===== src/rtl/result_pkg.sv =====
// result_pkg: shared defaults, frame state and return-entry layout for result_dispatch.
package result_pkg;
  localparam int DW_DEF = 32;
  localparam int DEPTH_DEF = 4;
  typedef enum logic [1:0] {IDLE, ACTIVE, DRAIN, DONE} frame_state_t;
  typedef struct packed {
    logic last;
    logic [1:0] mode;
    logic [DW_DEF-1:0] data;
  } entry_t;
endpackage


===== src/rtl/ret_fifo.sv =====
// ret_fifo: first-word-fall-through return queue, no same-cycle pop bypass on full.
module ret_fifo #(
  parameter int DEPTH = 4,
  parameter type T = logic
) (
  input  logic clk,
  input  logic rst_n,
  input  logic push,
  input  T     din,
  output logic full,
  output logic rvalid,
  input  logic rready,
  output T     dout
);
  localparam int AW = $clog2(DEPTH);
  localparam int CW = $clog2(DEPTH + 1);
  T mem [DEPTH];
  logic [AW-1:0] wr_ptr, rd_ptr;
  logic [CW-1:0] cnt;
  logic wr, pop;
  assign full = cnt == CW'(DEPTH);
  assign rvalid = cnt != '0;
  assign dout = mem[rd_ptr];
  assign wr = push && !full;
  assign pop = rvalid && rready;
  // storage is cleared on reset so the head reads zero until the first push
  always_ff @(posedge clk or negedge rst_n) begin
    if (!rst_n) begin
      wr_ptr <= '0;
      rd_ptr <= '0;
      cnt <= '0;
      for (int i = 0; i < DEPTH; i++) mem[i] <= '0;
    end else begin
      if (wr) mem[wr_ptr] <= din;
      wr_ptr <= wr ? wr_ptr + 1'b1 : wr_ptr;
      rd_ptr <= pop ? rd_ptr + 1'b1 : rd_ptr;
      cnt <= cnt + CW'(wr) - CW'(pop);
    end
  end
endmodule


===== src/rtl/result_dispatch.sv =====
// result_dispatch: routes core result words into per-slave return FIFOs and tracks frame completion.
module result_dispatch
  import result_pkg::*;
#(
  parameter int DW = DW_DEF,
  parameter int DEPTH = DEPTH_DEF
) (
  input  logic          clk,
  input  logic          rst_n,
  input  logic          res_valid,
  output logic          res_ready,
  input  logic          res_src,
  input  logic [1:0]    res_mode,
  input  logic [DW-1:0] res_data,
  input  logic          res_last,
  output logic          slv0_rvalid,
  output logic [DW-1:0] slv0_rdata,
  output logic [1:0]    slv0_rmode,
  output logic          slv0_rlast,
  input  logic          slv0_rready,
  output logic          slv1_rvalid,
  output logic [DW-1:0] slv1_rdata,
  output logic [1:0]    slv1_rmode,
  output logic          slv1_rlast,
  input  logic          slv1_rready,
  output logic          mstr0_cmplt,
  output logic          cmplt_src,
  output logic [15:0]   frame_words
);
  typedef struct packed {
    logic last;
    logic [1:0] mode;
    logic [DW-1:0] data;
  } res_entry_t;
  res_entry_t din, dout0, dout1;
  frame_state_t state;
  logic full0, full1, acc, pop0, pop1, last_pop;
  assign din = '{last: res_last, mode: res_mode, data: res_data};
  assign res_ready = rst_n && (state == IDLE || state == ACTIVE) && !(res_src ? full1 : full0);
  assign acc = res_valid && res_ready;
  assign pop0 = slv0_rvalid && slv0_rready;
  assign pop1 = slv1_rvalid && slv1_rready;
  assign last_pop = (pop0 && dout0.last) || (pop1 && dout1.last);
  assign {slv0_rlast, slv0_rmode, slv0_rdata} = dout0;
  assign {slv1_rlast, slv1_rmode, slv1_rdata} = dout1;
  ret_fifo #(.DEPTH(DEPTH), .T(res_entry_t)) u_fifo0 (
    .clk(clk), .rst_n(rst_n), .push(acc && !res_src), .din(din), .full(full0),
    .rvalid(slv0_rvalid), .rready(slv0_rready), .dout(dout0)
  );
  ret_fifo #(.DEPTH(DEPTH), .T(res_entry_t)) u_fifo1 (
    .clk(clk), .rst_n(rst_n), .push(acc && res_src), .din(din), .full(full1),
    .rvalid(slv1_rvalid), .rready(slv1_rready), .dout(dout1)
  );
  // only the current frame's last word can be queued with last=1, so any last pop ends DRAIN
  always_ff @(posedge clk or negedge rst_n) begin
    if (!rst_n) begin
      state <= IDLE;
      mstr0_cmplt <= 1'b0;
      cmplt_src <= 1'b0;
      frame_words <= '0;
    end else begin
      mstr0_cmplt <= 1'b0;
      case (state)
        IDLE: if (acc) begin
          state <= res_last ? DRAIN : ACTIVE;
          frame_words <= 16'd1;
        end
        ACTIVE: if (acc) begin
          state <= res_last ? DRAIN : ACTIVE;
          frame_words <= frame_words == 16'hFFFF ? frame_words : frame_words + 16'd1;
        end
        DRAIN: if (last_pop) begin
          state <= DONE;
          mstr0_cmplt <= 1'b1;
          cmplt_src <= pop1 && dout1.last;
        end
        default: state <= IDLE;
      endcase
    end
  end
endmodule


===== config.mk =====
export PLATFORM = sky130hd
export DESIGN_NAME = result_dispatch
export DESIGN_NICKNAME = d
export VERILOG_FILES = /design/src/rtl/result_pkg.sv /design/src/rtl/ret_fifo.sv /design/src/rtl/result_dispatch.sv
export SDC_FILE = /design/constraint.sdc
export NUM_CORES = 1
export LEC_CHECK = 0
export ABC_CLOCK_PERIOD_IN_PS = 2280
export CORE_ASPECT_RATIO = 0.5
export CORE_MARGIN = 4
export CORE_UTILIZATION = 40
export CTS_CLUSTER_SIZE = 24
export DETAILED_ROUTE_END_ITERATION = 12
export DONT_BUFFER_PORTS = 1
export HOLD_SLACK_MARGIN = 0.1
export PLACE_DENSITY = 0.65
export SYNTH_ARGS = -nofsm -noshare
export SYNTH_HDL_FRONTEND = slang
export SYNTH_SLANG_ARGS = --single-unit

===== constraint.sdc =====
create_clock -name clk -period 2.28 [get_ports clk]
set_clock_uncertainty 0.1 [all_clocks]
set_input_delay 0.684 -clock clk [delete_from_list [all_inputs] [get_ports clk]]
set_output_delay 0.684 -clock clk [all_outputs]
set_load 0.02 [all_outputs]

==> implementation parameters, run 1 <==
Parameter                              Value

Clock network
  Reg clk slew, reported paths    approximately 0.06 ns
  CTS Buf Count    30
  Clock tree from TritonCTS    built
  Bufs on Longest Clock Path    3
  Master cell of the clock root buffer    clkbuf_16
  Clock sink count    314
  Total number of H-tree levels    1
  Clk Latency, worst-skew pair    between 0.5 and 0.6 ns

Logic synthesis
  Sequential fraction of the synthesis area    a little under three fifths
  Leading post-synthesis cells by instance count    dfrtp_1 (314), mux2_2 (280), mux4_2 (68)
  Synth Instances    about 900
  Post-synth cell types    61
  Yosys top cell by area    dfrtp_1
  Total of flip-flops plus latches after synthesis    approximately 310
  Synthesized net count    930
  Most common flop cell mapped by yosys    dfrtp_1
  Async S/R FF share, synth    100.0%
  Cell types occupying the most area after synthesis    dfrtp_1 (56%), mux2_2 (22%), mux4_2 (11%), ha_1 (1.2%), buf_6 (0.96%)
  Syn. warnings    0
  Number of flops mapped to enable cells by yosys    0
  Syn Std Cell Area    14110 um2
  Synth top area share    55.69%
  Average cell area after synthesis    between 15 and 20 um2
  Leading cell type by number of instances after synthesis    dfrtp_1

Detailed routing
  Iter 0 DRT Violations    roughly 450
  Average routed wire per standard cell    22.35 um
  Number of iterations in the first detailed-routing pass    4
  Post-detailed-route count of antenna-violating nets    0
  Vias    7835
  Drt total wl    32010 um
  Residual DRC    0
  Ratio of routed vias to standard cells    about 5.5

Power
  Leakage Power    between 7 and 8 nW
  Peak supply drop    between 0.0007 and 0.0008 V
  Power consumption    24.59 mW
  Pwr/cell area    1506 nW/um2

Worst setup path
  Endpoint type of the worst setup path    output pin
  Data arrival time of the critical path    between 2 and 2.5 ns
  R2r endpoint    u_fifo1.cnt[2]
  Top delay family on crit path    simple AND/OR/NAND/NOR gates
  Maximum cell stage delay along the critical path    slightly above 0.8 ns
  Max FO, Critical Path    316
  Worst Reg2Reg Path Length in Cells    8
  CP max-delay cell    and4b_2
  Launching point of the worst reg2reg path    u_fifo1.cnt[0]
  Worst setup slack for register-to-register paths    around 0.050 ns
  Critical Path, Cell by Cell    and4b_2
  Startpoint type of the worst setup path    input pin
  CP Buf/Inv Count    0
  Data required, critical path    approximately 1.5 ns
  Path type of the worst setup path    in -> out

Floorplanning
  IO Count    between 100 and 150
  Die width    between 200 and 300 um
  Std cell rows    48
  Die Ht    140.8 um
  Area of the die    a little under 40000 um2
  Core area    ~35000 um2
  Initial Util    roughly 41%

Timing
  Achievable frequency    about 340 MHz
  Setup slack of the critical path after layout    -0.6618 ns
  Slew at the pin closest to its max-slew limit    ~1.3 ns
  Final count of negative-setup-slack endpoints    approximately 370
  Fin. Hold Viols    between 200 and 250
  Unrepaired setup endpoints after global routing    true
  Tmin final    about 2.9 ns
  Final number of max-transition violations    0
  Relative slew slack    10.97%
  Total negative slack    -139.64 ns
  Worst hold margin    -0.2705 ns
  Post-route clock period utilization    129.0%

Final layout
  Antenna diode instance count    0
  Area taken by flip-flops and latches    between 7000 and 8000 um2
  Core utilization of the finished layout    47.10%
  Layout cells sized above 1    54.13%
  Final Instance Count excl. Fillers    1432
  Syn-to-layout area delta    15.68%
  Total Nets Final    just under 1000
  Area of the multi-input gates    ~5800 um2
  Count of fill cells added during filler insertion    between 2000 and 3000
  Final non-filler cell area    16320 um2

Global route
  Overall fraction of global-route tracks in use    ~17%
  First-pass GRT wire length    between 50000 and 60000 um
  Overflow left after global routing    0
  Largest net degree at the start of global routing    roughly 320
  Number of antenna violations at the first check in global routing    0
  Vias in the first global route    between 8000 and 9000

Worst hold path
  Classification of the worst-slack hold path    in -> async

Placed design
  Final estimated routing congestion in global placement    0.8284
  Final HPWL DP    between 20000 and 25000 um
  Cell area after placement    14930 um2
  Count of buffers inserted at the top-level ports    0
  DP Cell Count    approximately 1400
  Worst slack at placement    -0.07987 ns

Status
  Violated checks    negative hold slack, negative setup slack
  Result of the run    finished, violations left

Run
  Max-cap violation count    0
-- worst max-delay path by stage --
stage	from	end	slack, ns	cells after the start
6_report	rst_n	res_ready	-0.66	1
3_5_place_dp	rst_n	u_fifo0.mem[93]	-0.08	6
3_3_place_gp	rst_n	u_fifo0.cnt[2]	-0.09	8
4_1_cts	u_fifo0.rd_ptr[0]	slv0_rdata[21]	-0.44	3
2_1_floorplan	u_fifo0.cnt[2]	u_fifo0.cnt[2]	-0.18	10
5_1_grt	u_fifo0.rd_ptr[0]	slv0_rdata[22]	-0.47	3
-- kinds of logic (layout without fill, tap and decap cells) --
logic type	after synthesis	count (layout)	synth area share, %
compound gates	47	47	2.332
xor+xnor	10	10	0.6208
fa+ha+maj	15	15	1.437
buf+inv	70	153	3.476
flops	314	314	55.69
mux	351	351	33.64
simple gates	67	67	2.802
-- sequential cells by signal, indices dropped and copies added (netlist names) --
name            count
mstr0_cmplt         1
u_fifo1.cnt         3
frame_words        16
cmplt_src           1
u_fifo0.cnt         3
u_fifo1.rd_ptr      2
u_fifo1.mem       140
u_fifo0.wr_ptr      2
state               2
u_fifo1.wr_ptr      2
u_fifo0.rd_ptr      2
u_fifo0.mem       140
-- power by group --
part           total [mW]  internal, mW  switching, mW
clock network        5.10          2.96           2.15
logic                9.88          5.15           4.73
registers            9.60          8.17           1.43
-- layer usage --
metal | GRT usage (%) | up-vias | part of all wire, %
met5 | 0 | - | 0
met3 | 3.316 | 50 | 4.0
met4 | 4.051 | 0 | 2.7
met1 | 21.29 | 4264 | 42
met2 | 29.52 | 139 | 51
li1 | - | 3382 | -
-- cells in the final DEF (no fill, tap or decap), types with 3 or more instances in the layout --
cell	synthesis	routed
nor2_1	5	5
a31oi_1	7	7
ha_1	13	9
a21oi_1	6	6
bufinv_16	0	3
inv_1	21	18
nand2_2	4	4
mux4_2	68	70
buf_4	16	43
nor4_1	3	3
nand3_1	6	6
nand2_1	16	16
o21ai_0	13	13
buf_12	0	21
ha_4	0	4
clkbuf_16	0	31
mux2_2	280	280
clkinv_2	0	8
or3_1	5	4
buf_6	12	10
xor2_1	3	3
xnor2_1	7	5
dfrtp_2	0	4
inv_2	0	3
o31ai_1	6	6
nor3_1	3	3
dfrtp_1	314	310
and2_2	0	4
clkbuf_8	3	6
clkbuf_1	6	5
-- cell type report --
| type | instances | area share, % |
|---|---|---|
| clock inverters | 14 | 0.9966 |
| well taps | 475 | 3.641 |
| flip-flops and latches | 314 | 48.17 |
| inverters | 21 | 0.4829 |
| repair buffers | 77 | 5.657 |
| clock buffers | 41 | 5.220 |
| multi-input cells | 490 | 35.83 |
-- timing repair --
action,in CTS,in global routing
cloned,4,1
endpoints found under the setup margin,74,75
hold endpoints to repair,314,314
setup buffers,17,3
gates resized for setup,31,14
pin swaps,8,7
(Power assumes the default switching activity.)
==> inputs of run 2 (changes only) <==
- CAP_MARGIN: default -> 25
- CTS_CLUSTER_SIZE: 24 -> 40
==> results of run 2 <==
The final DEF is identical to that of run 1; final timing and power are the same.
==> inputs of run 3 (changes only) <==
- CORE_UTILIZATION: 40 -> 55
- CTS_CLUSTER_DIAMETER: default -> 150
- MAX_ROUTING_LAYER: default -> met4
- PLACE_DENSITY: 0.65 -> 0.82
==> implementation parameters, run 3 (synthesis gave the netlist of run 1 again) <==
Parameter                              Value

Final layout
  Largest regs    u_fifo0.mem: 140 flops, u_fifo1.mem: 140 flops, frame_words: 16 flops
  Layout cells sized above 1    51.98% (-2.1 points)
  Syn-to-layout area delta    9.843%
  Count of fill cells added during filler insertion    1787 (-39%)
  Total Nets Final    963 (-2.7%)
  Most common library cell in the layout ignoring fill and taps    dfrtp_1
  Core utilization of the finished layout    61.41% (+14 points)
  Top library cells by usage in the layout, fill and taps aside    dfrtp_1 (310), mux2_2 (280), mux4_2 (70)
  Antenna diode instance count    0 (unchanged)
  Final Instance Count excl. Fillers    1252 (-13%)

Worst setup path
  Worst Reg2Reg Path Length in Cells    10 (+2)
  Worst setup slack for register-to-register paths    0.01 ns (-0.04 ns)
  Max FO, Critical Path    3 (-99%)
  Path type of the worst setup path    reg -> out
  Endpoint type of the worst setup path    output pin
  Data arrival time of the critical path    1.86 ns (-0.30 ns)
  Startpoint type of the worst setup path    register
  Data required, critical path    1.50 ns (about the same)

Power
  Fraction of power consumed by combinational cells    45.4% (+5.2 points)
  Net Sw Frac    35.32% (+1.5 points)
  Switching Power    7.780 mW (-6.4%)
  Leakage Power    6.762 nW (-4.9%)
  Fraction of power consumed by sequential logic    43.4% (+4.4 points)
  Internal power    14.25 mW (-12%)
  Pwr/cell area    1421 nW/um2 (-5.7%)
  Fraction of power consumed by the clock network    11.2% (-9.6 points)
  Peak supply drop    0.0006146 V (-16%)

Timing
  Relative slew slack    55.64% (+45 points)
  Slew at the pin closest to its max-slew limit    0.6654 ns (-0.6701 ns)
  Tmin final    2.642 ns (-0.3000 ns)
  Achievable frequency    378.5 MHz (+11%)
  Post-route clock period utilization    115.9% (-13 points)
  Unrepaired setup endpoints after global routing    true
  Final number of max-transition violations    0 (unchanged)
  Worst hold margin    -0.2059 ns (+0.06467 ns)
  Fin. Hold Viols    314 (+50%)
  Setup slack of the critical path after layout    -0.3618 ns (+0.3000 ns)
  Final count of negative-setup-slack endpoints    73 (-80%)

Detailed routing
  Number of iterations in the first detailed-routing pass    5 (+1)
  Post-detailed-route count of antenna-violating nets    0 (unchanged)
  Iter 0 DRT Violations    533 (+18%)
  Ratio of routed vias to standard cells    6.185 (+13%)
  Drt total wl    30070 um (-6.1%)
  Average routed wire per standard cell    24.02 um (+7.4%)
  Residual DRC    0 (unchanged)
  Vias    7744 (-1.2%)

Floorplanning
  Std cell rows    41 (-15%)
  Area of the die    28440 um2 (-26%)
  Initial Util    55.90% (+15 points)
  Core area    25240 um2 (-27%)
  Die width    234.5 um (-14%)
  Die Ht    121.3 um (-14%)
  IO Count    132 (unchanged)

Global route
  First-pass GRT wire length    48470 um (-4.3%)
  Overflow left after global routing    0 (unchanged)
  Largest net degree at the start of global routing    317 (unchanged)
  Overall fraction of global-route tracks in use    22.39% (+5.7 points)
  Vias in the first global route    8462 (-0.73%)
  Number of antenna violations at the first check in global routing    0 (unchanged)

Clock network
  Clock tree from TritonCTS    built
  Reg clk slew, reported paths    0.15 ns (+0.09 ns)
  Clock sink count    314 (unchanged)
  Clk Latency, worst-skew pair    0.49 ns (-0.07 ns)
  Total number of H-tree levels    1 (unchanged)
  Master cell of the clock root buffer    clkbuf_16
  CTS Buf Count    11 (-63%)
  Bufs on Longest Clock Path    3 (unchanged)

Placed design
  Count of buffers inserted at the top-level ports    0 (unchanged)
  DP Cell Count    1221 (-9.9%)
  Final HPWL DP    19590 um (-2.4%)
  Worst slack at placement    -0.1066 ns (-0.02676 ns)
  Final estimated routing congestion in global placement    0.8173 (-1.3%)

Status
  Result of the run    finished, violations left
  Violated checks    negative hold slack, negative setup slack

Run
  Max-cap violation count    0 (unchanged)

Worst hold path
  Classification of the worst-slack hold path    in -> async
==> run 3: power by group through the flow <==
stage,Clock [mW],Sequential [mW],Combinational (mW)
2_1_floorplan,0,9.16,7.37
3_3_place_gp,0,9.37,8.92
3_5_place_dp,0,9.67,9.20
4_1_cts,2.56,9.50,9.85
5_1_grt,2.77,9.82,10.7
6_report,2.47,9.55,10.0
==> run 3: final cells by class <==
cell class / count / area, um2 / area share [%]
flip-flops and latches: 314 / 7863 / 50.73
clock buffers: 13 / 282.8 / 1.824
clock inverters: 1 / 8.758 / 0.05651
well taps: 344 / 430.4 / 2.777
inverters: 21 / 81.33 / 0.5247
repair buffers: 69 / 984.7 / 6.353
multi-input cells: 490 / 5848 / 37.73
==> run 3: layer usage <==
metal / track usage, % / part of all wire (%)
met3: 4.198 / 4.4
met2: 37.81 / 52
met4: 4.200 / 2.0
met5: - / 0
met1: 29.16 / 42
==> run 3: metrics by stage <==
| stage | total power [mW] | hold WS (ns) | TNS (ns) | instance area [um2] |
|---|---|---|---|---|
| 2_1_floorplan | 16.53 | 0.2884 | -0.2893 | 14120 |
| 3_3_place_gp | 18.29 | 0.3046 | -1.790 | 14800 |
| 3_5_place_dp | 18.88 | 0.3045 | -2.752 | 14800 |
| 4_1_cts | 21.91 | -0.2418 | -23.52 | 15350 |
| 5_1_grt | 23.24 | -0.2380 | -27.42 | 15500 |
| 6_report | 22.03 | -0.2059 | -22.42 | 15500 |
==> run 3: worst paths after layout <==
check | from | endpoint
setup reg to reg | u_fifo0.cnt[1] | u_fifo0.cnt[2]
hold reg to reg | u_fifo1.mem[112] | u_fifo1.mem[112]
max in group asynchronous | rst_n | u_fifo0.mem[87]
min in group clk | res_last | state[1]
hold / removal | rst_n | u_fifo1.mem[9]
setup / recovery | u_fifo1.cnt[1] | res_ready
==> run 3: worst max-delay path, stage by stage, from the launching register on <==
cell and delay [ns]:
dfrtp_1 0.42, buf_4 0.16, or4bb_1 0.51, and4b_2 0.28
==> run 3: timing repair <==
| item | CTS | global route |
|---|---|---|
| buffers inserted | 8 | 3 |
| gates cloned | 4 | 3 |
| resized for setup | 25 | 12 |
| endpoints found under the setup margin | 74 | 76 |
| endpoints found under the hold margin | 314 | 314 |
| pin swaps | 8 | 8 |
